## src/rtl/uart_rx_8n1.sv

```systemverilog
// uart_rx_8n1: 8N1 asynchronous serial receiver.
// Synchronises rx, finds the start-bit midpoint, then samples each data bit
// and the stop bit one bit period apart. Good frames update data with a
// one-cycle valid strobe; a low stop bit gives a one-cycle frame_err strobe
// and the receiver waits for the line to return high before re-arming.
module uart_rx_8n1 #(
    parameter int unsigned CLKS_PER_BIT = 10417
) (
    input  logic       clk,
    input  logic       reset_n,
    input  logic       rx,
    output logic [7:0] data,
    output logic       valid,
    output logic       frame_err,
    output logic       busy
);

    localparam int unsigned CW = $clog2(CLKS_PER_BIT);
    localparam logic [CW-1:0] HALF = CW'(CLKS_PER_BIT / 2 - 1);
    localparam logic [CW-1:0] LAST = CW'(CLKS_PER_BIT - 1);

    typedef enum logic [2:0] {
        IDLE,
        START,
        DATA,
        STOP,
        BREAK
    } state_t;

    state_t        state, state_d;
    logic          rx_meta, rx_s;
    logic [CW-1:0] cnt, cnt_d;
    logic [2:0]    bit_idx, bit_idx_d;
    logic [7:0]    sh, sh_d;
    logic [7:0]    data_d;
    logic          valid_d, frame_err_d;

    // Two-stage synchroniser for the asynchronous serial line; idles high.
    always_ff @(posedge clk or negedge reset_n) begin
        if (!reset_n) begin
            rx_meta <= 1'b1;
            rx_s    <= 1'b1;
        end else begin
            rx_meta <= rx;
            rx_s    <= rx_meta;
        end
    end

    // FSM state register.
    always_ff @(posedge clk or negedge reset_n) begin
        if (!reset_n) state <= IDLE;
        else          state <= state_d;
    end

    // Bit timing counter, shift register and registered output strobes.
    always_ff @(posedge clk or negedge reset_n) begin
        if (!reset_n) begin
            cnt       <= '0;
            bit_idx   <= '0;
            sh        <= '0;
            data      <= '0;
            valid     <= 1'b0;
            frame_err <= 1'b0;
        end else begin
            cnt       <= cnt_d;
            bit_idx   <= bit_idx_d;
            sh        <= sh_d;
            data      <= data_d;
            valid     <= valid_d;
            frame_err <= frame_err_d;
        end
    end

    // Next-state, sampling and strobe generation.
    always_comb begin
        state_d     = state;
        cnt_d       = cnt + CW'(1);
        bit_idx_d   = bit_idx;
        sh_d        = sh;
        data_d      = data;
        valid_d     = 1'b0;
        frame_err_d = 1'b0;
        case (state)
            IDLE: begin
                cnt_d = '0;
                if (!rx_s) state_d = START;
            end
            START: begin
                if (cnt == HALF) begin
                    cnt_d     = '0;
                    bit_idx_d = '0;
                    state_d   = rx_s ? IDLE : DATA;
                end
            end
            DATA: begin
                if (cnt == LAST) begin
                    cnt_d     = '0;
                    sh_d      = {rx_s, sh[7:1]};
                    bit_idx_d = bit_idx + 3'd1;
                    if (bit_idx == 3'd7) state_d = STOP;
                end
            end
            STOP: begin
                if (cnt == LAST) begin
                    cnt_d = '0;
                    if (rx_s) begin
                        data_d  = sh;
                        valid_d = 1'b1;
                        state_d = IDLE;
                    end else begin
                        frame_err_d = 1'b1;
                        state_d     = BREAK;
                    end
                end
            end
            BREAK: begin
                cnt_d = '0;
                if (rx_s) state_d = IDLE;
            end
            default: begin
                cnt_d   = '0;
                state_d = IDLE;
            end
        endcase
    end

    assign busy = (state != IDLE);

endmodule

```

## config.mk

```make
export PLATFORM = sky130hd
export DESIGN_NAME = uart_rx_8n1
export DESIGN_NICKNAME = d
export VERILOG_FILES = /design/src/rtl/uart_rx_8n1.sv
export SDC_FILE = /design/constraint.sdc
export NUM_CORES = 1
export LEC_CHECK = 0
export BUFFER_PORTS_ARGS = -buffer_cell sky130_fd_sc_hd__buf_2
export CAP_MARGIN = 10
export CORE_MARGIN = 5
export CORE_UTILIZATION = 25
export DETAILED_ROUTE_END_ITERATION = 6
export PLACE_DENSITY_LB_ADDON = 0.05
export SKIP_CTS_REPAIR_TIMING = 1
export SYNTH_ARGS = -nofsm -noshare
export SYNTH_HDL_FRONTEND = slang
export SYNTH_SLANG_ARGS = --single-unit
```

## constraint.sdc

```tcl
create_clock -name clk -period 2.13 [get_ports clk]
set_clock_uncertainty 0.1 [all_clocks]
set_input_delay 0 -clock clk [delete_from_list [all_inputs] [get_ports clk]]
set_output_delay 0 -clock clk [all_outputs]
set_load 0.01 [all_outputs]
```

; ---- Word-level counts from Yosys, hierarchy flattened
; Cells that the tools add are included.
[op_classes]
n_mux = 21
n_reduce_logical = 8
n_eq_ne = 13
add_sub_neg = 2
[op_table]
columns = op, n
row1 = 14-bit 2-to-1 mux, 2
row2 = 14-bit case mux with 2 select lines, 1
row3 = 3-bit 2-to-1 mux, 9
row4 = 3-bit case mux with 5 select lines, 1
row5 = 14-bit by 1-bit adder with 14-bit output (second input constant), 1
row6 = 14-bit by 13-bit == test with 1-bit output (second input constant), 1
row7 = 14-bit == test (second input constant), 1
row8 = 2-bit != test (second input constant), 6
row9 = 3-bit by 2-bit == test with 1-bit output (second input constant), 2
row10 = 3-bit == test (second input constant), 2
row11 = 1-bit 2-to-1 mux, 6
row12 = 3-bit case mux with 2 select lines, 1
row13 = 3-bit AND reduction, 2
row14 = 6-bit AND reduction, 1
row15 = 3-bit by 1-bit adder with 3-bit output (second input constant), 1
row16 = 3-bit by 1-bit == test with 1-bit output (second input constant), 1
row17 = 3-bit logical NOT, 1
row18 = 3-bit nonzero test, 1
row19 = 2-bit 2-to-1 mux, 1
row20 = 2-bit AND reduction, 1
row21 = 2-bit nonzero test, 1
row22 = 2-bit OR reduction, 1
[word_totals]
reg_bits = 40
output_inout_bits = 11
inputBits = 3

; ---- Depth between registers and ports, before layout
; Gate-level depths: netlist of run 1.
[depth]
ltp_word = 4
depth_mapped = 7
mapped_depth_nobuf = 6

; ---- Least setup slack after synthesis of run 1
; No wires, ideal clock.
[synth_path]
kind = register -> register
startpoint = register cnt[3]
endpoint = register data[0]
stages_incl_launch_ff = 5
setup_slack_ns = 0.355
arrival_ns = 1.551
path_buffers = 0
synth_period_minus_slack_ns = 1.775
setup_ns = 0.125
cell_sequence = dfrtp_1 -> nor4b_4 -> nand4_4 -> nor2_4 -> mux2_2
[synth_between]
elab_chain_cells = 2
[synth_rtl]
columns = element, line_no
row1 = start: declaration, 32  ; logic [CW-1:0] cnt, cnt_d;
row2 = start signal: assignment, 65  ; cnt <= cnt_d;
row3 = 14-bit == test, 104  ; if (cnt == LAST) begin
row4 = 3-bit AND reduction (no source line), n/a
row5 = end signal: assignment, 68  ; data <= data_d;
row6 = end: declaration, 12  ; output logic [7:0] data,
; Every way passes these cells.
; A chain may end at the register's enable or synchronous reset.

; ---- Worst setup path after layout of run 1
[layout_path]
startpoint = register cnt[3]
endpoint = register data[2]
; Same word-level chain as after synthesis.

==> results of run 1 <==
sequential cells by signal, summed over array words and instances, names as in the netlist:
register	cells
sh	8
rx_meta	1
cnt	14
frame_err	1
valid	1
bit_idx	3
state	3
data	8
rx_s	1
layout make-up:
type | instances | area [um^2]
fillers | 772 | 5100
flip-flops and latches | 40 | 1000
multi-input cells | 106 | 823
well taps | 99 | 124
repair buffers | 18 | 108
clock buffers | 5 | 68.8
clock inverters | 3 | 46.3
inverters | 5 | 18.8
path summary, 6_finish.rpt:
| path | depth (start not counted) | start | to |
|---|---|---|---|
| max in group asynchronous | 2 | reset_n | sh[1]$_DFFE_PN0P_ |
| setup reg to reg | 4 | cnt[3]$_DFF_PN0_ | data[2]$_DFFE_PN0P_ |
| setup / recovery | 4 | cnt[3]$_DFF_PN0_ | data[2]$_DFFE_PN0P_ |
| hold reg to reg | 0 | rx_meta$_DFF_PN1_ | rx_s$_DFF_PN1_ |
| min in group asynchronous | 2 | reset_n | frame_err$_DFF_PN0_ |
| hold / removal | 2 | rx | rx_meta$_DFF_PN1_ |
synth_stat cells, types with 2 or more instances:
cell	instances	area share [%]
or3_1	2	0.67
a21oi_1	4	1.1
nor4_1	3	1.0
mux2_2	8	4.8
nor2_1	18	3.6
mux2_4	7	5.6
nor2b_1	4	1.3
ha_1	4	2.7
nor3_1	4	1.1
xor2_1	2	0.93
nand4_1	2	0.67
nand3_1	8	2.1
xnor2_1	10	4.7
o21ai_0	5	1.3
inv_1	5	1.0
dfrtp_1	38	51
nand2_1	7	1.4
dfstp_2	2	2.8
nor3b_1	2	0.80
worst max-delay path: cells and delay by family (launching register included):
family / cells / cell delay [ns]
and+or+nand+nor: 3 / 0.95
muxes: 1 / 0.38
DFF: 1 / 0.47
power by group:
part | switching [mW] | internal (mW) | total, mW
Sequential | 0.00156 | 0.762 | 0.764
Combinational | 0.0159 | 0.00379 | 0.0196
Clock | 0.279 | 0.353 | 0.632
per-layer routing:
layer,wire [um],GRT usage [%]
met3,131,2.45
met1,1790,10.8
met4,27,3.24
met2,1650,12.6
met5,0,0
through the flow:
stage,hold slack [ns],power [mW],std cells
final,0.254,1.42,276
after global routing,0.260,1.49,276
after CTS,-0.312,1.46,274
after detailed placement,0.00839,0.797,266
after global placement,0.00430,0.797,266
after floorplan,-0.396,0.779,155
cells by family after synthesis:
kind of cell | count (synthesis)
compound gates | 12
xor+xnor | 12
flops | 40
fa+ha+maj | 4
simple gates | 62
buf+inv | 9
mux | 16
==> reports/qor.yml, run 1 <==
cp-end-kind: "flop"
rsz0062_at_grt: "false"
drive_above_1_share_pct: 28.2
hold_viol: 0
cp.required_ns: 2.21
fin_crit_ns: 2.01
die_w_um: 96.6
placed_cell_area_um2: 2060
root_buffer: "clkbuf_8"
worstSetupPathType: "reg -> reg"
nNetsFinal: 183
synth_enable_flop_cells: 0
synthMuxAreaShare_pct: 10.9
final_common_cell: "dfrtp_1"
cp-start-kind: "flop"
drc: 0
cp_cell_sequence: "nor4b_4 > nand4_4 > nor2_4 > mux2_2"
design_area_um2: 2190
crit_slowest_cell: "dfrtp_1"
start_util_pct: 25.7
worst_slack_ns: 0.116
synth_fa_ha_area_share_pct: 2.67
mostFrequentLayoutCells: "38 x dfrtp_1, 18 x nor2_1, 13 x buf_2"
diodes: 0
synth_top_family_by_area: "simple AND/OR/NAND/NOR gates"
antenna_left: 0
portBuffers: 13
cts_made_buffers: 5
max-slew-margin-rel_pct: 38.5
cts_sinks: 40
utilization_pct: 30.1
syn-num-nets: 162
htree_levels: 2
ir_drop_mv: 0.276
synth_seq_cells: 40
synth_xor_area_share_pct: 5.60
core_um2: 7290
fp.dieH_um: 96.6
num_vias: 1210
synth_compound_gate_area_share_pct: 4.07
finalSetupViolCount: 0
p_leak_nw: 1.00
worstMarginPinSlew_ns: 0.922
ys_types: 39
outcome: "completed"
syn_avg_cell_area_um2: 12.1
p_per_area_nw_per_um2: 646
gp_congestion: 0.758
netlist_instances: 155
fmax_mhz: 497
clk_latency_ns: 0.29
tritoncts: "done"
grt-ovfl-total: 0
clk_pin_slew_ns: 0.09
antenna_found_initial: 0
tns_ns: 0
synthesis.area_um2: 1880
maxCapViolations: 0
path_max_fanout: 9
area_growth_pct: 16.9
rows: 31
dpl.hpwl_mm: 2.52
post-place-ws_ns: 0.0392
finalCritPeriodShare_pct: 94.5
drv_slew: 0
wire_per_inst_um: 13.0
yosysSeqAreaShare_pct: 53.5
ioPinCount: 14
grt_max_degree: 41
drtPass1Iterations: 4
wl_mm: 3.60
yosys.area_share.simple_pct: 20.5
fp.dieArea_um2: 9330
cts_buffer_depth: 2
r2r_slack_ns: 0.12
via_per_inst: 4.38
grt_pass1_vias: 1229
drt_iter0_markers: 55
ys.warnings.count: 0
hold_class: "in -> reg"
grt_pass1_wl_mm: 6.22
synth_flop_cell: "dfrtp_1"
critical_path_arrival_ns: 2.09
cpPeakStageDelay_ns: 0.47
grt_use_total_pct: 8.22
async_flop_share_pct: 100
Power figures use the tool's default switching activity.
==> run 2, diff against run 1 <==
--- a/config.mk
+++ b/config.mk
@@ -9,6 +9,7 @@
 export CAP_MARGIN = 10
 export CORE_MARGIN = 5
 export CORE_UTILIZATION = 25
+export CTS_BUF_LIST = sky130_fd_sc_hd__clkbuf_2
 export DETAILED_ROUTE_END_ITERATION = 6
 export PLACE_DENSITY_LB_ADDON = 0.05
 export SKIP_CTS_REPAIR_TIMING = 1
==> run 2 against run 1 <==
Sequential cell count stayed put. Clock power fell by 25%. Clock-buffer cell count is the same. Die area stayed put. Worst hold slack got worse by 0.13 ns. Wire length is 0.28% higher. Register-to-register slack barely moved. Critical path depth is the same. First-iteration DRC count decreased by 40%. Largest cell class unchanged.
==> reports/qor.yml, run 2 (synthesis results as in run 1) <==
drive_above_1_share_pct: 28.2
htree_levels: 2
grt_pass1_vias: 1221
fmax_mhz: 495
outcome: "completed"
cp-start-kind: "flop"
portBuffers: 13
antenna_left: 0
finalCritPeriodShare_pct: 94.8
worstMarginPinSlew_ns: 0.919
cp_cell_sequence: "nor4b_4 > nand4_4 > nor2_4 > mux2_2"
p_per_area_nw_per_um2: 586
drtPass1Iterations: 4
grt_pass1_wl_mm: 6.15
tritoncts: "done"
cp-end-kind: "flop"
diodes: 0
max-slew-margin-rel_pct: 38.7
regMostFlops: "cnt"
drc: 0
wire_per_inst_um: 13.1
dpl.hpwl_mm: 2.52
cts_buffer_depth: 2
clk_pin_slew_ns: 0.23
p_leak_nw: 0.986
cp.required_ns: 2.34
path_buf_inv: 0
cts_made_buffers: 5
rows: 31
tns_ns: 0
die_w_um: 96.6
drv_slew: 0
fillers: 779
finalSetupViolCount: 0
core_um2: 7290
worstSetupPathType: "reg -> reg"
cts_sinks: 40
grt-ovfl-total: 0
path_max_fanout: 9
gp_congestion: 0.758
multiInputGateArea_um2: 823
crit_slowest_cell: "dfrtp_1"
rsz0062_at_grt: "false"
hold_viol: 0
maxCapViolations: 0
via_per_inst: 4.38
ir_drop_mv: 0.257
fp.dieArea_um2: 9330
fp.dieH_um: 96.6
largest_register_ffs: 14
largestRegisters: "cnt (14), data (8), sh (8)"
grt_use_total_pct: 8.10
drt_iter0_markers: 33
clk_latency_ns: 0.41
ff_latch_area_um2: 1000
hold_class: "in -> async"
start_util_pct: 25.7
cpPeakStageDelay_ns: 0.52
nNetsFinal: 183
whs_ns: 0.128
num_vias: 1208
mostFrequentLayoutCells: "38 x dfrtp_1, 18 x nor2_1, 13 x buf_2"
antenna_found_initial: 0
area_growth_pct: 14.5
critical_path_arrival_ns: 2.23
ioPinCount: 14
final_common_cell: "dfrtp_1"
fin_crit_ns: 2.02
root_buffer: "clkbuf_2"
grt_max_degree: 41
wl_mm: 3.61
worst_path_dominant_cell_family: "simple AND/OR/NAND/NOR gates"
run 2: cell counts in the layout (fill, tap and decap cells not counted):
No cell type changed its count.
run 2: area by class of cell:
type / count / share of cell area (%)
Sequential cell: 40 / 46.7
Multi-Input combinational cell: 106 / 38.3
Tap cell: 99 / 5.77
Timing Repair Buffer: 18 / 5.01
Clock inverter: 3 / 2.15
Clock buffer: 5 / 1.16
Inverter: 5 / 0.874
run 2: final timing paths:
path / from / to / slack, ns / cells past startpoint
setup / recovery: cnt[3]$_DFF_PN0_ / data[2]$_DFFE_PN0P_ / 0.11 / 4
hold / removal: reset_n / sh[7]$_DFFE_PN0P_ / 0.13 / 2
setup reg to reg: cnt[3]$_DFF_PN0_ / data[2]$_DFFE_PN0P_ / 0.11 / 4
hold reg to reg: rx_meta$_DFF_PN1_ / rx_s$_DFF_PN1_ / 0.27 / 0
max in group asynchronous: reset_n / cnt[0]$_DFF_PN0_ / 1.22 / 2
min in group clk: rx / rx_meta$_DFF_PN1_ / 0.13 / 2
run 2: stage by stage:
stage / power, mW / utilization, % / cells / area (um^2) / setup slack, ns
2_1_floorplan: 0.779 / - / 155 / 1880 / 0.355
3_3_place_gp: 0.797 / 28.2 / 266 / 2060 / 0.0526
3_5_place_dp: 0.797 / 28.2 / 266 / 2060 / 0.0392
4_1_cts: 1.29 / 29.2 / 274 / 2130 / -0.00384
5_1_grt: 1.32 / 29.5 / 276 / 2150 / 0.0214
6_report: 1.26 / 29.5 / 276 / 2150 / 0.112
run 2: power breakdown:
part / internal, mW / total, mW / switching (mW) / leakage, nW
combinational: 0.00379 / 0.0196 / 0.0158 / 0.410
sequential: 0.764 / 0.766 / 0.00158 / 0.537
clock: 0.202 / 0.472 / 0.270 / 0.0396
total: 0.970 / 1.26 / 0.288 / 0.986
run 2: routing by layer:
| layer | wire length [um] | track usage, % |
|---|---|---|
| met2 | 1660 | 12.5 |
| met4 | 20 | 2.92 |
| met1 | 1790 | 10.7 |
| met5 | 0 | 0 |
| met3 | 143 | 2.45 |
==> run 3, diff against run 2 <==
--- a/config.mk
+++ b/config.mk
@@ -11,6 +11,7 @@
 export CORE_UTILIZATION = 25
 export CTS_BUF_LIST = sky130_fd_sc_hd__clkbuf_2
 export DETAILED_ROUTE_END_ITERATION = 6
+export MAX_ROUTING_LAYER = met4
 export PLACE_DENSITY_LB_ADDON = 0.05
 export SKIP_CTS_REPAIR_TIMING = 1
 export SYNTH_ARGS = -nofsm -noshare
==> constraint.sdc (replaced) <==
create_clock -name clk -period 2 [get_ports clk]
set_clock_uncertainty 0.1 [all_clocks]
set_input_delay 0 -clock clk [delete_from_list [all_inputs] [get_ports clk]]
set_output_delay 0 -clock clk [all_outputs]
set_load 0.01 [all_outputs]
==> run 3 against run 2 <==
Critical path type unchanged. Sequential cell count unchanged. Critical endpoint is now sh[1]$_DFFE_PN0P_. First-iteration DRC count decreased by 18%. Wire length up 8.5%. Clock power up 7.4%. Critical path depth up 3. Clock-buffer cell count stayed put. Worst hold slack got worse by 0.10 ns. Worst setup slack better by 0.014 ns.
==> reports/qor.yml, run 3 (synthesis results as in run 1) <==
antenna_left: 0
gp_congestion: 0.772
die_w_um: 96.6
cp.required_ns: 2.21
finalPower_mw: 1.35
path_max_fanout: 8
cts_made_buffers: 5
placed_cell_area_um2: 2120
gr-usage-met1_pct: 11.6
drc: 0
tns_ns: 0
cts_sinks: 40
max-slew-margin-rel_pct: 54.7
fp.dieArea_um2: 9330
core_um2: 7290
finalSetupViolCount: 0
busiest_layer: "met2"
antenna_found_initial: 0
root_buffer: "clkbuf_2"
groute.layer.met3.usage_pct: 2.88
wl_mm: 3.92
start_util_pct: 25.7
p_leak_nw: 1.04
drt_iter0_markers: 27
nNetsFinal: 191
utilization_pct: 30.7
largestRegisters: "cnt (14), data (8), sh (8)"
cp_cell_sequence: "inv_1 > ha_1 > nor3b_4 > and4_1 > buf_4 > nand2_8 > mux2_4"
cpPeakStageDelay_ns: 0.46
clk_pin_slew_ns: 0.22
wire_per_inst_um: 13.8
tritoncts: "done"
grt_pass1_wl_mm: 6.78
finalCritPeriodShare_pct: 93.7
cp-start-kind: "flop"
outcome: "completed"
portBuffers: 13
htree_levels: 2
grt-ovfl-total: 0
use_met2_pct: 14.3
mostFrequentLayoutCells: "38 x dfrtp_1, 18 x nor2_1, 13 x buf_2"
grt_pass1_vias: 1316
clk_latency_ns: 0.40
drtPass1Iterations: 4
num_vias: 1234
drive_above_1_share_pct: 30.8
p_per_area_nw_per_um2: 603
grt_use_total_pct: 9.21
cts_buffer_depth: 2
cp-end-kind: "flop"
rsz0062_at_grt: "false"
hold_class: "in -> async"
worst_path_dominant_cell_family: "simple AND/OR/NAND/NOR gates"
dpl.hpwl_mm: 2.77
regMostFlops: "cnt"
fin_cells: 284
hold_viol: 0
area_growth_pct: 19.2
critical_path_arrival_ns: 2.08
fmax_mhz: 533
final_common_cell: "dfrtp_1"
worstMarginPinSlew_ns: 0.677
drv_slew: 0
worstSetupPathType: "reg -> reg"
path_buf_inv: 2
dp_cells: 273
via_per_inst: 4.35
crit_slowest_cell: "dfrtp_1"
design_area_um2: 2240
grt_max_degree: 26
fin_crit_ns: 1.87
rows: 31
maxCapViolations: 0
ir_drop_mv: 0.313
ioPinCount: 14
largest_register_ffs: 14
fillers: 782
fp.dieH_um: 96.6
diodes: 0
==> run 3: cell types whose count changed in the layout (fill, tap and decap cells not counted), sizes merged <==
cell,delta
buf,+7
clkinv,+2
clkinvlp,-1
dlygate4sd3,+1
inv,-1
==> run 3: where the power goes <==
group / leakage, nW / switching [mW] / internal, mW / total, mW
combinational: 0.459 / 0.0184 / 0.00666 / 0.0251
clock: 0.0431 / 0.291 / 0.216 / 0.507
sequential: 0.537 / 0.00171 / 0.814 / 0.816
==> run 3: layer usage <==
| metal | share of wire [%] | vias to the layer above |
|---|---|---|
| li1 | - | 596 |
| met1 | 49 | 619 |
| met2 | 47 | 15 |
| met3 | 3.1 | 4 |
| met4 | 1.0 | 0 |
| met5 | 0 | - |
==> run 3: metrics by stage <==
stage | hold slack (ns) | setup slack, ns
after floorplan | -0.396 | 0.225
after global placement | -0.154 | 0.107
after detailed placement | -0.150 | 0.100
after CTS | -0.646 | 0.0470
after global routing | -0.00513 | 0.000796
final | 0.0271 | 0.125
==> run 3: final timing paths <==
kind                                    from                end  slack, ns  cells after the start
min in group clk                          rx  rx_meta$_DFF_PN1_       0.14                      2
max in group asynchronous            reset_n  cnt[10]$_DFF_PN0_       0.68                      3
setup / recovery            cnt[0]$_DFF_PN0_  sh[1]$_DFFE_PN0P_       0.13                      7
hold / removal                       reset_n     rx_s$_DFF_PN1_       0.03                      2
hold reg to reg            rx_meta$_DFF_PN1_     rx_s$_DFF_PN1_       0.27                      0
setup reg to reg            cnt[0]$_DFF_PN0_  sh[1]$_DFFE_PN0P_       0.13                      7
==> run 3: area by class of cell <==
type	instances	area, um^2	share of cell area, %
clock buffers	5	25.0	1.12
inverters	5	18.8	0.839
repair buffers	26	186	8.34
clock inverters	3	47.5	2.13
multi-input cells	106	831	37.2
well taps	99	124	5.54
flip-flops and latches	40	1000	44.9
==> run 3: worst register-to-register path, stage by stage (launching register included) <==
cell,delay (ns)
dfrtp_1,0.46
inv_1,0.07
ha_1,0.14
nor3b_4,0.23
and4_1,0.22
buf_4,0.17
nand2_8,0.10
mux2_4,0.31
